### src/rtl/dft_stim_pkg.sv
`default_nettype none
// ============================================================================
// Module      : dft_stim_pkg
// Description : Shared types and constants for the DFT stimulus generator:
//               pattern-select encoding, FSM state encoding and FP32
//               constants used by the integer-to-float converter.
// Revision    : 1.0 - initial release
// ============================================================================
package dft_stim_pkg;

    // Pattern selector, encoded exactly as presented on cfg_mode.
    typedef enum logic [1:0] {
        MODE_CONST   = 2'd0,
        MODE_RAMP    = 2'd1,
        MODE_ALT     = 2'd2,
        MODE_IMPULSE = 2'd3
    } mode_e;

    // Frame sequencer states.
    typedef enum logic [0:0] {
        ST_IDLE = 1'b0,
        ST_RUN  = 1'b1
    } state_e;

    localparam logic [31:0] FP32_ZERO = 32'h0000_0000;
    localparam logic [7:0]  FP32_BIAS = 8'd127;

endpackage : dft_stim_pkg
`default_nettype wire

### src/rtl/int_to_fp32.sv
`default_nettype none
// ============================================================================
// Module      : int_to_fp32
// Description : Combinational exact conversion of an unsigned IW-bit integer
//               plus a sign flag to IEEE-754 single precision. IW <= 24, so
//               no rounding is ever needed.
// Ports       : i_value - unsigned magnitude
//               i_sign  - requested sign (ignored for zero, so -0 never occurs)
//               o_fp    - FP32 encoding
// Revision    : 1.0 - initial release
// ============================================================================
module int_to_fp32
    import dft_stim_pkg::*;
#(
    parameter int IW = 8
) (
    input  logic [IW-1:0] i_value,
    input  logic          i_sign,
    output logic [31:0]   o_fp
);

    logic [4:0]  w_msb;
    logic [23:0] w_ext;
    logic [22:0] w_mant;

    // Priority encoder: the highest set bit wins because it is visited last.
    always_comb begin
        w_msb = 5'd0;
        for (int k = 0; k < IW; k++) begin
            if (i_value[k]) begin
                w_msb = 5'(k);
            end
        end
    end

    assign w_ext = 24'(i_value);

    // Shifting the MSB up to bit 23 and dropping it leaves the fraction
    // bits left-aligned in the 23-bit mantissa field.
    assign w_mant = 23'(w_ext << (5'd23 - w_msb));

    assign o_fp = (i_value == '0) ? FP32_ZERO
                                  : {i_sign, FP32_BIAS + {3'b000, w_msb}, w_mant};

endmodule : int_to_fp32
`default_nettype wire

### src/rtl/dft_stimulus_gen.sv
`default_nettype none
// ============================================================================
// Module      : dft_stimulus_gen
// Description : Streams one frame of N_POINTS FP32 test samples per start
//               request, built from a selectable pattern and an integer
//               amplitude, over a valid/ready interface.
// Ports       : clk, rst (async, active-high)
//               start, cfg_mode, cfg_value         - frame request/config
//               out_data, out_valid, out_ready,
//               out_index, out_last                - sample stream
//               busy, done                         - status
// Revision    : 1.0 - initial release
// ============================================================================
module dft_stimulus_gen
    import dft_stim_pkg::*;
#(
    parameter int N_POINTS = 16,
    parameter int IW       = 8,
    parameter int IDXW     = $clog2(N_POINTS)
) (
    input  logic            clk,
    input  logic            rst,
    input  logic            start,
    input  logic [1:0]      cfg_mode,
    input  logic [IW-1:0]   cfg_value,
    output logic [31:0]     out_data,
    output logic            out_valid,
    input  logic            out_ready,
    output logic [IDXW-1:0] out_index,
    output logic            out_last,
    output logic            busy,
    output logic            done
);

    localparam logic [IDXW-1:0] C_LAST_IDX = IDXW'(N_POINTS - 1);

    state_e          r_state;
    mode_e           r_mode;
    logic [IW-1:0]   r_c;

    logic            w_idle;
    mode_e           w_sel_mode;
    logic [IW-1:0]   w_sel_c;
    logic [IDXW-1:0] w_next_idx;
    logic [IW-1:0]   w_idx_iw;
    logic [IW-1:0]   w_v;
    logic            w_sign;
    logic [31:0]     w_fp;
    logic            w_transfer;

    // In IDLE the sample being prepared is index 0 of a frame that is only
    // now being requested, so the live config inputs are used; in RUN the
    // latched copies are used. out_index doubles as the frame counter.
    assign w_idle     = (r_state == ST_IDLE);
    assign w_sel_mode = w_idle ? mode_e'(cfg_mode) : r_mode;
    assign w_sel_c    = w_idle ? cfg_value : r_c;
    assign w_next_idx = w_idle ? '0 : out_index + IDXW'(1);
    assign w_idx_iw   = IW'(w_next_idx);
    assign w_transfer = out_valid && out_ready;

    always_comb begin
        w_v    = w_sel_c;
        w_sign = 1'b0;
        case (w_sel_mode)
            MODE_CONST:   w_v = w_sel_c;
            MODE_RAMP:    w_v = w_sel_c + w_idx_iw;
            MODE_ALT:     w_sign = w_next_idx[0];
            MODE_IMPULSE: w_v = (w_next_idx == '0) ? w_sel_c : '0;
            default:      w_v = w_sel_c;
        endcase
    end

    int_to_fp32 #(
        .IW (IW)
    ) u_conv (
        .i_value (w_v),
        .i_sign  (w_sign),
        .o_fp    (w_fp)
    );

    always_ff @(posedge clk or posedge rst) begin
        if (rst) begin
            r_state   <= ST_IDLE;
            r_mode    <= MODE_CONST;
            r_c       <= '0;
            out_data  <= FP32_ZERO;
            out_valid <= 1'b0;
            out_index <= '0;
            out_last  <= 1'b0;
            busy      <= 1'b0;
            done      <= 1'b0;
        end else begin
            done <= 1'b0;
            case (r_state)
                ST_IDLE: begin
                    if (start) begin
                        r_state   <= ST_RUN;
                        r_mode    <= mode_e'(cfg_mode);
                        r_c       <= cfg_value;
                        out_data  <= w_fp;
                        out_valid <= 1'b1;
                        out_index <= w_next_idx;
                        out_last  <= (w_next_idx == C_LAST_IDX);
                        busy      <= 1'b1;
                    end
                end
                ST_RUN: begin
                    if (w_transfer) begin
                        if (out_index == C_LAST_IDX) begin
                            r_state   <= ST_IDLE;
                            out_data  <= FP32_ZERO;
                            out_valid <= 1'b0;
                            out_index <= '0;
                            out_last  <= 1'b0;
                            busy      <= 1'b0;
                            done      <= 1'b1;
                        end else begin
                            out_data  <= w_fp;
                            out_index <= w_next_idx;
                            out_last  <= (w_next_idx == C_LAST_IDX);
                        end
                    end
                end
                default: r_state <= ST_IDLE;
            endcase
        end
    end

endmodule : dft_stimulus_gen
`default_nettype wire

### config.mk
export PLATFORM = sky130hd
export DESIGN_NAME = dft_stimulus_gen
export DESIGN_NICKNAME = d
export VERILOG_FILES = /design/src/rtl/dft_stim_pkg.sv /design/src/rtl/int_to_fp32.sv /design/src/rtl/dft_stimulus_gen.sv
export SDC_FILE = /design/constraint.sdc
export NUM_CORES = 1
export LEC_CHECK = 0
export CORE_MARGIN = 3
export CORE_UTILIZATION = 45
export CTS_BUF_LIST = sky130_fd_sc_hd__clkbuf_8
export CTS_CLUSTER_DIAMETER = 50
export DETAILED_ROUTE_END_ITERATION = 7
export GPL_TIMING_DRIVEN = 0
export PLACE_DENSITY = 0.72
export SYNTH_ARGS = -nofsm -noshare
export SYNTH_HDL_FRONTEND = slang
export SYNTH_SLANG_ARGS = --single-unit
### constraint.sdc
create_clock -name clk -period 5.08 [get_ports clk]
set_input_delay 1.016 -clock clk [delete_from_list [all_inputs] [get_ports clk]]
set_output_delay 1.016 -clock clk [all_outputs]
set_load 0.01 [all_outputs]
==> impl_metrics.env, run 1 <==
export IMPL_final_nets=332
export IMPL_power_per_cell_area_nw_per_um2=746
export IMPL_worst_ep_required_time_ns=5.28
export IMPL_io_pins=54
export IMPL_arrival_ns=4.39
export IMPL_core_um2=5170
export IMPL_synth_most_common_cell="dfrtp_1"
export IMPL_synthesis_instances=250
export IMPL_grt_max_degree=33
export IMPL_avgSynthCellArea_um2=9.74
export IMPL_ys_async_sr_fraction_pct=100
export IMPL_p_leak_nw=1.42
export IMPL_synth_ff_type="dfrtp_1"
export IMPL_multi_input_comb_area_um2=1460
export IMPL_die_h_um=79.6
export IMPL_synth_area_um2=2430
export IMPL_synth_cell_types=62
export IMPL_cp_top_family="compound AO/OA/AOI/OAI gates"
export IMPL_tightest_slew_ns=0.730
export IMPL_drt_first_pass_iters=4
export IMPL_grt_pass1_wl_um=9290
export IMPL_fillers=470
export IMPL_reg2reg_slack_ns=1.11
export IMPL_hold_depth=2
export IMPL_cts_resized=0
export IMPL_fin_skew_ns=0.00519
export IMPL_fin_crit_ns=4.19
export IMPL_path_common_cell="ha_1"
export IMPL_via_count=2061
export IMPL_clock_latency_ns=0.29
export IMPL_crit_path_start_kind="input port"
export IMPL_via_per_inst=5.41
export IMPL_drt_wirelength_per_cell_um=14.2
export IMPL_synth_top_cell_by_area="dfrtp_1"
export IMPL_tns_ns=0
export IMPL_hp_class="register to register"
export IMPL_yosys_top_cells_count="dfrtp_1 (32), nand2_1 (26), buf_4 (19), mux2_2 (16), o21ai_0 (16)"
export IMPL_drive_gt1_share_pct=22.5
export IMPL_outcome="completed"
export IMPL_seqCellArea_um2=801
export IMPL_drv_slew=0
export IMPL_clockRootBuffer="clkbuf_8"
export IMPL_synth_area_leaders="dfrtp_1 (33%), mux2_2 (7.4%), buf_4 (5.9%)"
export IMPL_die_w_um=79.6
export IMPL_area_delta_synth_final_pct=26.1
export IMPL_path_clk_slew_ns=0.06
export IMPL_timing_fmax_ghz=0.239
export IMPL_yosysWarnings=0
export IMPL_antenna_found_initial=0
export IMPL_timing_hold_ws_ns=0.480
export IMPL_globalplace_congestion=0.834
export IMPL_cp_slowest_cell="clkdlybuf4s50_1"
export IMPL_crit_buf_inv=2
export IMPL_cts_made_buffers=5
export IMPL_worstSetupPathType="input port to register"
export IMPL_r2r_cells=16
export IMPL_ant_nets=0
export IMPL_path_depth=13
export IMPL_cts_tree="yes"
export IMPL_drtIter0Drc=143
export IMPL_hpwl_um=4110
export IMPL_ctsHoldBuffers=0
export IMPL_cts_max_level=2
export IMPL_synth_edff_count=0
export IMPL_initial_utilization_pct=47.1
export IMPL_clkSinkCount=32
export IMPL_rows=26
export IMPL_hold_violations=0
export IMPL_grt_pass1_vias=1907
export IMPL_n_antenna_cell=0
export IMPL_relSlewSlack_pct=51.1
export IMPL_drcViolationCount=0
export IMPL_io_buffer_count=37
export IMPL_grt_overflow=0
export IMPL_peakVddDrop_mv=0.356
export IMPL_gr_usage_all_layers_pct=18.4
export IMPL_worstPathCellList="clkdlybuf4s50_1 > mux2_2 > ha_1 > a211oi_1 > nor2_1 > o21ai_0 > a32o_1 > a21oi_2 > o21ai_1 > inv_1 > ha_1 > ha_1 > o21ai_0"
export IMPL_post_cts_buffers=0
export IMPL_die_area_um2=6330
export IMPL_fin_ws_ns=0.893
export IMPL_fin_crit_sh_pct=82.4
export IMPL_wl_um=5390
export IMPL_cp_end_kind="register"
export IMPL_cts_buffer_depth=2
export IMPL_maxCapViolations=0
export IMPL_yosysTopAreaCellShare_pct=32.9
export IMPL_place_ws_ns=0.619
export IMPL_grt_setup_unrepaired="no"
export IMPL_synth_seq_cells=32
export IMPL_yosysSeqAreaShare_pct=32.9
export IMPL_setup_viol=0
export IMPL_crit_fanout=5
export IMPL_cpPeakStageDelay_ns=0.41
## sequential cells by signal, indices dropped and copies added (netlist names)
name	flops
out_index	4
r_c	8
out_data	14
r_state	1
done	1
busy	1
r_mode	2
out_last	1
## stage by stage
stage                     std cells  cell area [um^2]  utilization (%)  total power [mW]
after floorplan                 265              2490                -              1.65
after global placement          372              2950             57.0              2.04
after detailed placement        372              2950             57.0              2.06
after CTS                       380              3040             58.8              2.29
after global routing            381              3070             59.3              2.51
final                           381              3070             59.3              2.29
## layout by cell type (no fill, tap or decap), types with 2 or more instances in the layout
master / n
clkdlybuf4s50_1: 37
dfrtp_1: 32
nand2_1: 26
buf_4: 19
mux2_2: 16
o21ai_0: 16
conb_1: 16
nor2_1: 11
inv_1: 10
a21oi_1: 9
nand3_1: 9
mux2i_1: 9
ha_1: 7
clkbuf_8: 6
clkbuf_1: 5
a22o_1: 5
nand2b_1: 4
a21o_1: 4
a32o_1: 4
xnor2_1: 3
a31oi_1: 3
nor3_1: 3
buf_6: 2
and4_1: 2
o31ai_1: 2
nand4_1: 2
nand3b_1: 2
nand2_4: 2
a22oi_2: 2
a21oi_2: 2
o21ba_2: 2
o31a_1: 2
o2111ai_1: 2
nor4_1: 2
clkinv_2: 2
## layer usage
| metal | part of all wire (%) | global-route usage, % |
|---|---|---|
| met1 | 47 | 25.8 |
| met2 | 47 | 29.1 |
| met3 | 4.9 | 3.50 |
| met4 | 1.1 | 4.81 |
| met5 | 0 | 0 |
## logic make-up after synthesis
family                   count (synthesis)  share of synthesized area, %
buffers and inverters                   37                          9.30
other                                    1                         0.154
AO/OA/AOI/OAI                           71                          23.9
AND/OR/NAND/NOR                         70                          15.2
adder cells (fa/ha/maj)                  8                          4.42
XOR/XNOR                                 4                          1.44
multiplexers                            27                          12.6
flip-flops                              32                          32.9
## worst min-delay path, cell delays in order, from the launching register on
cell and delay, ns:
dfrtp_1 0.34, nand2_1 0.05, o21ai_0 0.06
## layout make-up
| class | count | area share, % |
|---|---|---|
| buffer | 27 | 6.16 |
| sequential | 32 | 26.1 |
| clock inverter | 2 | 0.326 |
| clock buffer | 6 | 2.69 |
| multi-input combinational | 196 | 47.7 |
| tap | 70 | 2.85 |
| timing repair buffer | 38 | 13.0 |
| inverter | 10 | 1.22 |
## final timing paths
| check | startpoint | endpoint |
|---|---|---|
| max | cfg_value[1] | out_data[25]$_DFFE_PP0P_ |
| min | out_data[23]$_DFFE_PP0P_ | out_data[23]$_DFFE_PP0P_ |
| max reg2reg | r_state$_DFF_PP0_ | out_data[25]$_DFFE_PP0P_ |
| min in group asynchronous | rst | out_index[1]$_DFFE_PP0P_ |
| min reg2reg | out_data[23]$_DFFE_PP0P_ | out_data[23]$_DFFE_PP0P_ |
| max in group asynchronous | rst | r_c[3]$_DFFE_PP0P_ |
## power breakdown
| part | internal (mW) | switching (mW) |
|---|---|---|
| Clock | 0.108 | 0.0965 |
| Sequential | 0.364 | 0.0839 |
| Combinational | 0.700 | 0.939 |
No activity file was read; power rests on OpenSTA's default activity.
==> run 2: changes to the inputs <==
--- a/config.mk
+++ b/config.mk
@@ -11,7 +11,7 @@
 export CTS_CLUSTER_DIAMETER = 50
 export DETAILED_ROUTE_END_ITERATION = 7
 export GPL_TIMING_DRIVEN = 0
-export PLACE_DENSITY = 0.72
+export PLACE_DENSITY = 0.75
 export SYNTH_ARGS = -nofsm -noshare
 export SYNTH_HDL_FRONTEND = slang
 export SYNTH_SLANG_ARGS = --single-unit
==> constraint.sdc (replaced) <==
create_clock -name clk -period 3.82 [get_ports clk]
set_input_delay 0.764 -clock clk [delete_from_list [all_inputs] [get_ports clk]]
set_output_delay 0.764 -clock clk [all_outputs]
set_load 0.01 [all_outputs]
==> run 2 against run 1 <==
Compared with the run above: sequential cell count unchanged; clock power up 76%; register-to-register slack worse by 0.80 ns; total power up 41%; sequential power up 33%; worst hold slack better by 0.00079 ns; combinational power up 39%; critical path depth unchanged; utilization up 0.97 points.
==> impl_metrics.env, run 2 (synthesized netlist as in run 1, its figures left out) <==
export IMPL_power_per_cell_area_nw_per_um2=1040
export IMPL_top_regs="out_data (14), r_c (8), out_index (4)"
export IMPL_cpPeakStageDelay_ns=0.42
export IMPL_fin_crit_sh_pct=95.8
export IMPL_cp_end_kind="register"
export IMPL_setup_viol=0
export IMPL_clkSinkCount=32
export IMPL_maxCapViolations=0
export IMPL_hold_violations=0
export IMPL_fillers=457
export IMPL_n_antenna_cell=0
export IMPL_drt_first_pass_iters=4
export IMPL_hold_depth=2
export IMPL_relSlewSlack_pct=20.1
export IMPL_area_delta_synth_final_pct=28.1
export IMPL_layout_commonest_cell="clkdlybuf4s50_1"
export IMPL_netSwitchingPower_mw=1.55
export IMPL_drcViolationCount=0
export IMPL_fin_crit_ns=3.66
export IMPL_layout_common_cells="clkdlybuf4s50_1 (37), dfrtp_1 (32), nand2_1 (26)"
export IMPL_worstPathCellList="clkdlybuf4s50_1 > mux2_2 > ha_1 > fa_1 > nand3_1 > a22oi_4 > nand2_2 > mux2_4 > o21ai_4 > inv_1 > ha_1 > ha_1 > o21ai_0"
export IMPL_multi_input_comb_area_um2=1500
export IMPL_antenna_found_initial=0
export IMPL_die_area_um2=6330
export IMPL_die_h_um=79.6
export IMPL_drive_gt1_share_pct=24.4
export IMPL_worst_ep_required_time_ns=4.02
export IMPL_worstSetupPathType="input port to register"
export IMPL_timing_fmax_ghz=0.273
export IMPL_hp_class="register to register"
export IMPL_cts_tree="yes"
export IMPL_path_depth=13
export IMPL_path_common_cell="ha_1"
export IMPL_via_per_inst=5.40
export IMPL_p_leak_nw=1.44
export IMPL_ctsHoldBuffers=0
export IMPL_die_w_um=79.6
export IMPL_drv_slew=0
export IMPL_post_route_util_pct=60.3
export IMPL_regMostFlops="out_data"
export IMPL_pwr_share_seq_pct=18.4
export IMPL_clockRootBuffer="clkbuf_8"
export IMPL_p_int_mw=1.69
export IMPL_peakVddDrop_mv=0.411
export IMPL_cp_top_family="adder cells"
export IMPL_fin_skew_ns=0.0106
export IMPL_fin_ws_ns=0.161
export IMPL_io_buffer_count=37
export IMPL_grt_pass1_wl_um=9160
export IMPL_drtIter0Drc=113
export IMPL_tightest_slew_ns=1.20
export IMPL_drt_wirelength_per_cell_um=14.3
export IMPL_pwr_share_comb_pct=70.5
export IMPL_r2r_cells=16
export IMPL_outcome="completed"
export IMPL_core_um2=5170
export IMPL_cts_max_level=2
export IMPL_globalplace_congestion=0.830
export IMPL_seqCellArea_um2=801
export IMPL_switching_share_pct=47.8
export IMPL_crit_buf_inv=2
export IMPL_gr_usage_all_layers_pct=18.3
export IMPL_rows=26
export IMPL_place_ws_ns=-0.394
export IMPL_grt_max_degree=33
export IMPL_p_clk_share_pct=11.1
export IMPL_grt_pass1_vias=1912
export IMPL_crit_path_start_kind="input port"
export IMPL_cts_buffer_depth=2
export IMPL_wl_um=5450
export IMPL_initial_utilization_pct=47.1
export IMPL_largest_register_ffs=14
export IMPL_arrival_ns=3.86
export IMPL_ant_nets=0
export IMPL_clock_latency_ns=0.29
export IMPL_hpwl_um=4160
export IMPL_final_nets=332
export IMPL_path_clk_slew_ns=0.06
export IMPL_cp_slowest_cell="fa_1"
export IMPL_crit_fanout=10
export IMPL_via_count=2056
export IMPL_grt_overflow=0
export IMPL_io_pins=54
export IMPL_cts_made_buffers=5
## run 2: tightest hold or removal path: cells and delay by family, from the launching register on
kind            cells  cell delay [ns]
flops               1             0.34
compound gates      1             0.06
simple gates        1             0.05
## run 2: power by group through the flow
| stage | clock [mW] | sequential [mW] | combinational (mW) |
|---|---|---|---|
| finish | 0.360 | 0.595 | 2.28 |
| global route | 0.381 | 0.616 | 2.50 |
| CTS | 0.371 | 0.598 | 2.18 |
| detailed placement | 0 | 0.605 | 2.14 |
| global placement | 0 | 0.596 | 2.11 |
| floorplan | 0 | 0.619 | 1.57 |
## run 2: final timing paths
check                                         start                       end  slack [ns]
min in group asynchronous                       rst  out_data[19]$_DFFE_PP0P_        1.10
min                        out_data[31]$_DFFE_PP0P_  out_data[31]$_DFFE_PP0P_        0.48
max reg2reg                       r_state$_DFF_PP0_  out_data[25]$_DFFE_PP0P_        0.31
max in group asynchronous                       rst        r_c[6]$_DFFE_PP0P_        2.00
max                                    cfg_value[0]  out_data[25]$_DFFE_PP0P_        0.16
min reg2reg                out_data[31]$_DFFE_PP0P_  out_data[31]$_DFFE_PP0P_        0.48
## run 2: timing repair
item | in CTS | in global routing
pin swaps | 0 | 1
resized for setup | 3 | 6
setup buffers | 0 | 1
setup endpoints to repair | 2 | 2
## run 2: cell type report
| class | count | area share, % |
|---|---|---|
| tap | 70 | 2.81 |
| clock buffer | 7 | 3.09 |
| inverter | 10 | 1.20 |
| sequential | 32 | 25.7 |
| buffer | 27 | 6.10 |
| timing repair buffer | 38 | 12.1 |
| multi-input combinational | 196 | 48.1 |
| clock inverter | 1 | 0.963 |
## run 2: layer usage
metal  global-route usage, %  wire length, um
met5                       0                0
met1                    24.7             2440
met3                    2.71              389
met4                    6.87               79
met2                    29.5             2540
## run 2: through the flow
step	instances	power, mW	instance area [um^2]	setup TNS, ns	hold WS, ns
2_1_floorplan	265	2.19	2490	0	0.474
3_3_place_gp	372	2.71	2950	-1.29	0.465
3_5_place_dp	372	2.75	2950	-1.36	0.472
4_1_cts	380	3.15	3090	0	0.486
5_1_grt	381	3.50	3120	-0.00819	0.515
6_report	381	3.24	3120	0	0.481
==> run 3: changes to the inputs <==
--- a/config.mk
+++ b/config.mk
@@ -6,12 +6,12 @@
 export NUM_CORES = 1
 export LEC_CHECK = 0
 export CORE_MARGIN = 3
-export CORE_UTILIZATION = 45
+export CORE_UTILIZATION = 48
 export CTS_BUF_LIST = sky130_fd_sc_hd__clkbuf_8
 export CTS_CLUSTER_DIAMETER = 50
 export DETAILED_ROUTE_END_ITERATION = 7
 export GPL_TIMING_DRIVEN = 0
-export PLACE_DENSITY = 0.75
+export PLACE_DENSITY = 0.8
 export SYNTH_ARGS = -nofsm -noshare
 export SYNTH_HDL_FRONTEND = slang
 export SYNTH_SLANG_ARGS = --single-unit
==> run 3 against run 2 <==
Compared with the run above: sequential share of layout area grew 0.052 points; largest cell class unchanged; clock power shrank 8.1%; first-iteration DRC count grew 19%; die area shrank 5.8%; highest routed layer unchanged; clock skew shrank 0.0019 ns; setup slack gained 0.0020 ns.
==> impl_metrics.env, run 3 (synthesized netlist as in run 1, its figures left out) <==
export IMPL_arrival_ns=3.87
export IMPL_gr_usage_all_layers_pct=19.5
export IMPL_die_area_um2=5960
export IMPL_core_um2=4820
export IMPL_fin_crit_ns=3.66
export IMPL_path_common_cell="ha_1"
export IMPL_relSlewSlack_pct=48.5
export IMPL_top_regs="out_data (14), r_c (8), out_index (4)"
export IMPL_tightest_slew_ns=0.769
export IMPL_maxCapViolations=0
export IMPL_p_leak_nw=1.44
export IMPL_io_buffer_count=37
export IMPL_die_h_um=77.2
export IMPL_fin_crit_sh_pct=95.7
export IMPL_fin_skew_ns=0.00878
export IMPL_grt_setup_unrepaired="no"
export IMPL_layout_common_cells="clkdlybuf4s50_1 (37), dfrtp_1 (32), nand2_1 (26)"
export IMPL_ctsHoldBuffers=0
export IMPL_drive_gt1_share_pct=24.4
export IMPL_cts_max_level=2
export IMPL_ant_nets=0
export IMPL_regMostFlops="out_data"
export IMPL_via_count=2076
export IMPL_worstSetupPathType="input port to register"
export IMPL_cts_tree="yes"
export IMPL_setup_viol=0
export IMPL_final_nets=333
export IMPL_wl_um=5440
export IMPL_crit_fanout=10
export IMPL_drtIter0Drc=134
export IMPL_fillers=433
export IMPL_r2r_cells=16
export IMPL_crit_buf_inv=2
export IMPL_largest_register_ffs=14
export IMPL_via_per_inst=5.48
export IMPL_peakVddDrop_mv=0.590
export IMPL_die_w_um=77.2
export IMPL_reg2reg_slack_ns=0.28
export IMPL_grt_pass1_wl_um=9430
export IMPL_crit_path_start_kind="input port"
export IMPL_globalplace_congestion=0.862
export IMPL_drt_first_pass_iters=4
export IMPL_clockRootBuffer="clkbuf_8"
export IMPL_cp_slowest_cell="clkdlybuf4s50_1"
export IMPL_worstPathCellList="clkdlybuf4s50_1 > mux2_2 > ha_1 > fa_1 > nand3_1 > a22oi_4 > nand2_2 > mux2_4 > o21ai_2 > inv_1 > ha_1 > ha_1 > o21ai_0"
export IMPL_io_pins=54
export IMPL_cts_buffer_depth=2
export IMPL_cp_top_family="adder cells"
export IMPL_grt_pass1_vias=1981
export IMPL_drt_wirelength_per_cell_um=14.3
export IMPL_tns_ns=0
export IMPL_grt_overflow=0
export IMPL_hp_class="register to register"
export IMPL_drv_slew=0
export IMPL_worst_ep_required_time_ns=4.03
export IMPL_grt_max_degree=33
export IMPL_fin_ws_ns=0.163
export IMPL_path_clk_slew_ns=0.07
export IMPL_n_antenna_cell=0
export IMPL_clock_latency_ns=0.30
export IMPL_power_per_cell_area_nw_per_um2=1020
export IMPL_cts_made_buffers=5
export IMPL_rows=25
export IMPL_cp_end_kind="register"
export IMPL_initial_utilization_pct=50.5
export IMPL_drcViolationCount=0
export IMPL_hold_violations=0
export IMPL_hold_depth=2
export IMPL_timing_fmax_ghz=0.273
export IMPL_outcome="completed"
export IMPL_area_delta_synth_final_pct=27.9
export IMPL_path_depth=13
export IMPL_hpwl_um=4100
export IMPL_layout_commonest_cell="clkdlybuf4s50_1"
export IMPL_cpPeakStageDelay_ns=0.41
export IMPL_clkSinkCount=32
export IMPL_antenna_found_initial=0
export IMPL_place_ws_ns=-0.385
[run 3: changes by cell type in the layout (fill, tap and decap cells not counted), sizes merged]
cell / previous run / this run
buf: 23 / 24
clkbuf: 12 / 10
clkinv: 0 / 1
clkinvlp: 0 / 1
[run 3: through the flow]
step / utilization, % / cells / total power, mW / instance area (um^2) / hold slack [ns]
after CTS: 63.7 / 377 / 3.12 / 3070 / 0.491
after detailed placement: 61.1 / 369 / 2.74 / 2950 / 0.476
after floorplan: - / 265 / 2.19 / 2490 / 0.474
after global routing: 64.6 / 379 / 3.45 / 3110 / 0.514
after global placement: 61.1 / 369 / 2.69 / 2950 / 0.466
final: 64.6 / 379 / 3.19 / 3110 / 0.488
[run 3: path summary, 6_finish.rpt]
| path | startpoint | end |
|---|---|---|
| worst max-delay path | cfg_value[0] | out_data[25]$_DFFE_PP0P_ |
| worst min-delay path | out_data[24]$_DFFE_PP0P_ | out_data[24]$_DFFE_PP0P_ |
| worst max register to register | r_state$_DFF_PP0_ | out_data[25]$_DFFE_PP0P_ |
| worst min register to register | out_data[24]$_DFFE_PP0P_ | out_data[24]$_DFFE_PP0P_ |
| max in group asynchronous | rst | r_c[5]$_DFFE_PP0P_ |
| min in group asynchronous | rst | out_data[31]$_DFFE_PP0P_ |
[run 3: timing repair]
| item | CTS | global route |
|---|---|---|
| setup endpoints to repair | 2 | 3 |
| setup buffers | 0 | 1 |
| gates resized for setup | 3 | 4 |
| pin swaps | 0 | 1 |
[run 3: layer usage]
metal / GRT usage, % / vias to the layer above / wire length (um)
met5: 0 / - / 0
met4: 5.52 / 0 / 60
met3: 4.34 / 7 / 309
met2: 32.3 / 68 / 2680
met1: 25.5 / 991 / 2380
li1: - / 1010 / -
[run 3: area by class of cell]
class	instances	area [um^2]	area share, %
Clock inverter	3	42.5	1.37
Inverter	10	37.5	1.21
Sequential cell	32	801	25.7
Clock buffer	5	68.8	2.21
Tap cell	67	83.8	2.69
Multi-Input combinational cell	196	1480	47.7
Buffer	27	190	6.11
Timing Repair Buffer	39	405	13.0
[run 3: worst register-to-register path, stage by stage, from the launching register on]
cell      delay, ns
dfrtp_1        0.38
buf_6          0.14
buf_6          0.14
clkbuf_2       0.18
nand2b_1       0.16
inv_1          0.07
ha_1           0.24
fa_1           0.41
nand3_1        0.15
a22oi_4        0.08
nand2_2        0.14
mux2_4         0.38
o21ai_2        0.24
inv_1          0.14
ha_1           0.20
ha_1           0.26
o21ai_0        0.15
[run 3: power breakdown]
group / switching [mW] / internal [mW] / leakage [nW]
Combinational: 1.29 / 0.969 / 0.983
Sequential: 0.110 / 0.483 / 0.399
Clock: 0.138 / 0.193 / 0.0541
Total: 1.54 / 1.65 / 1.44
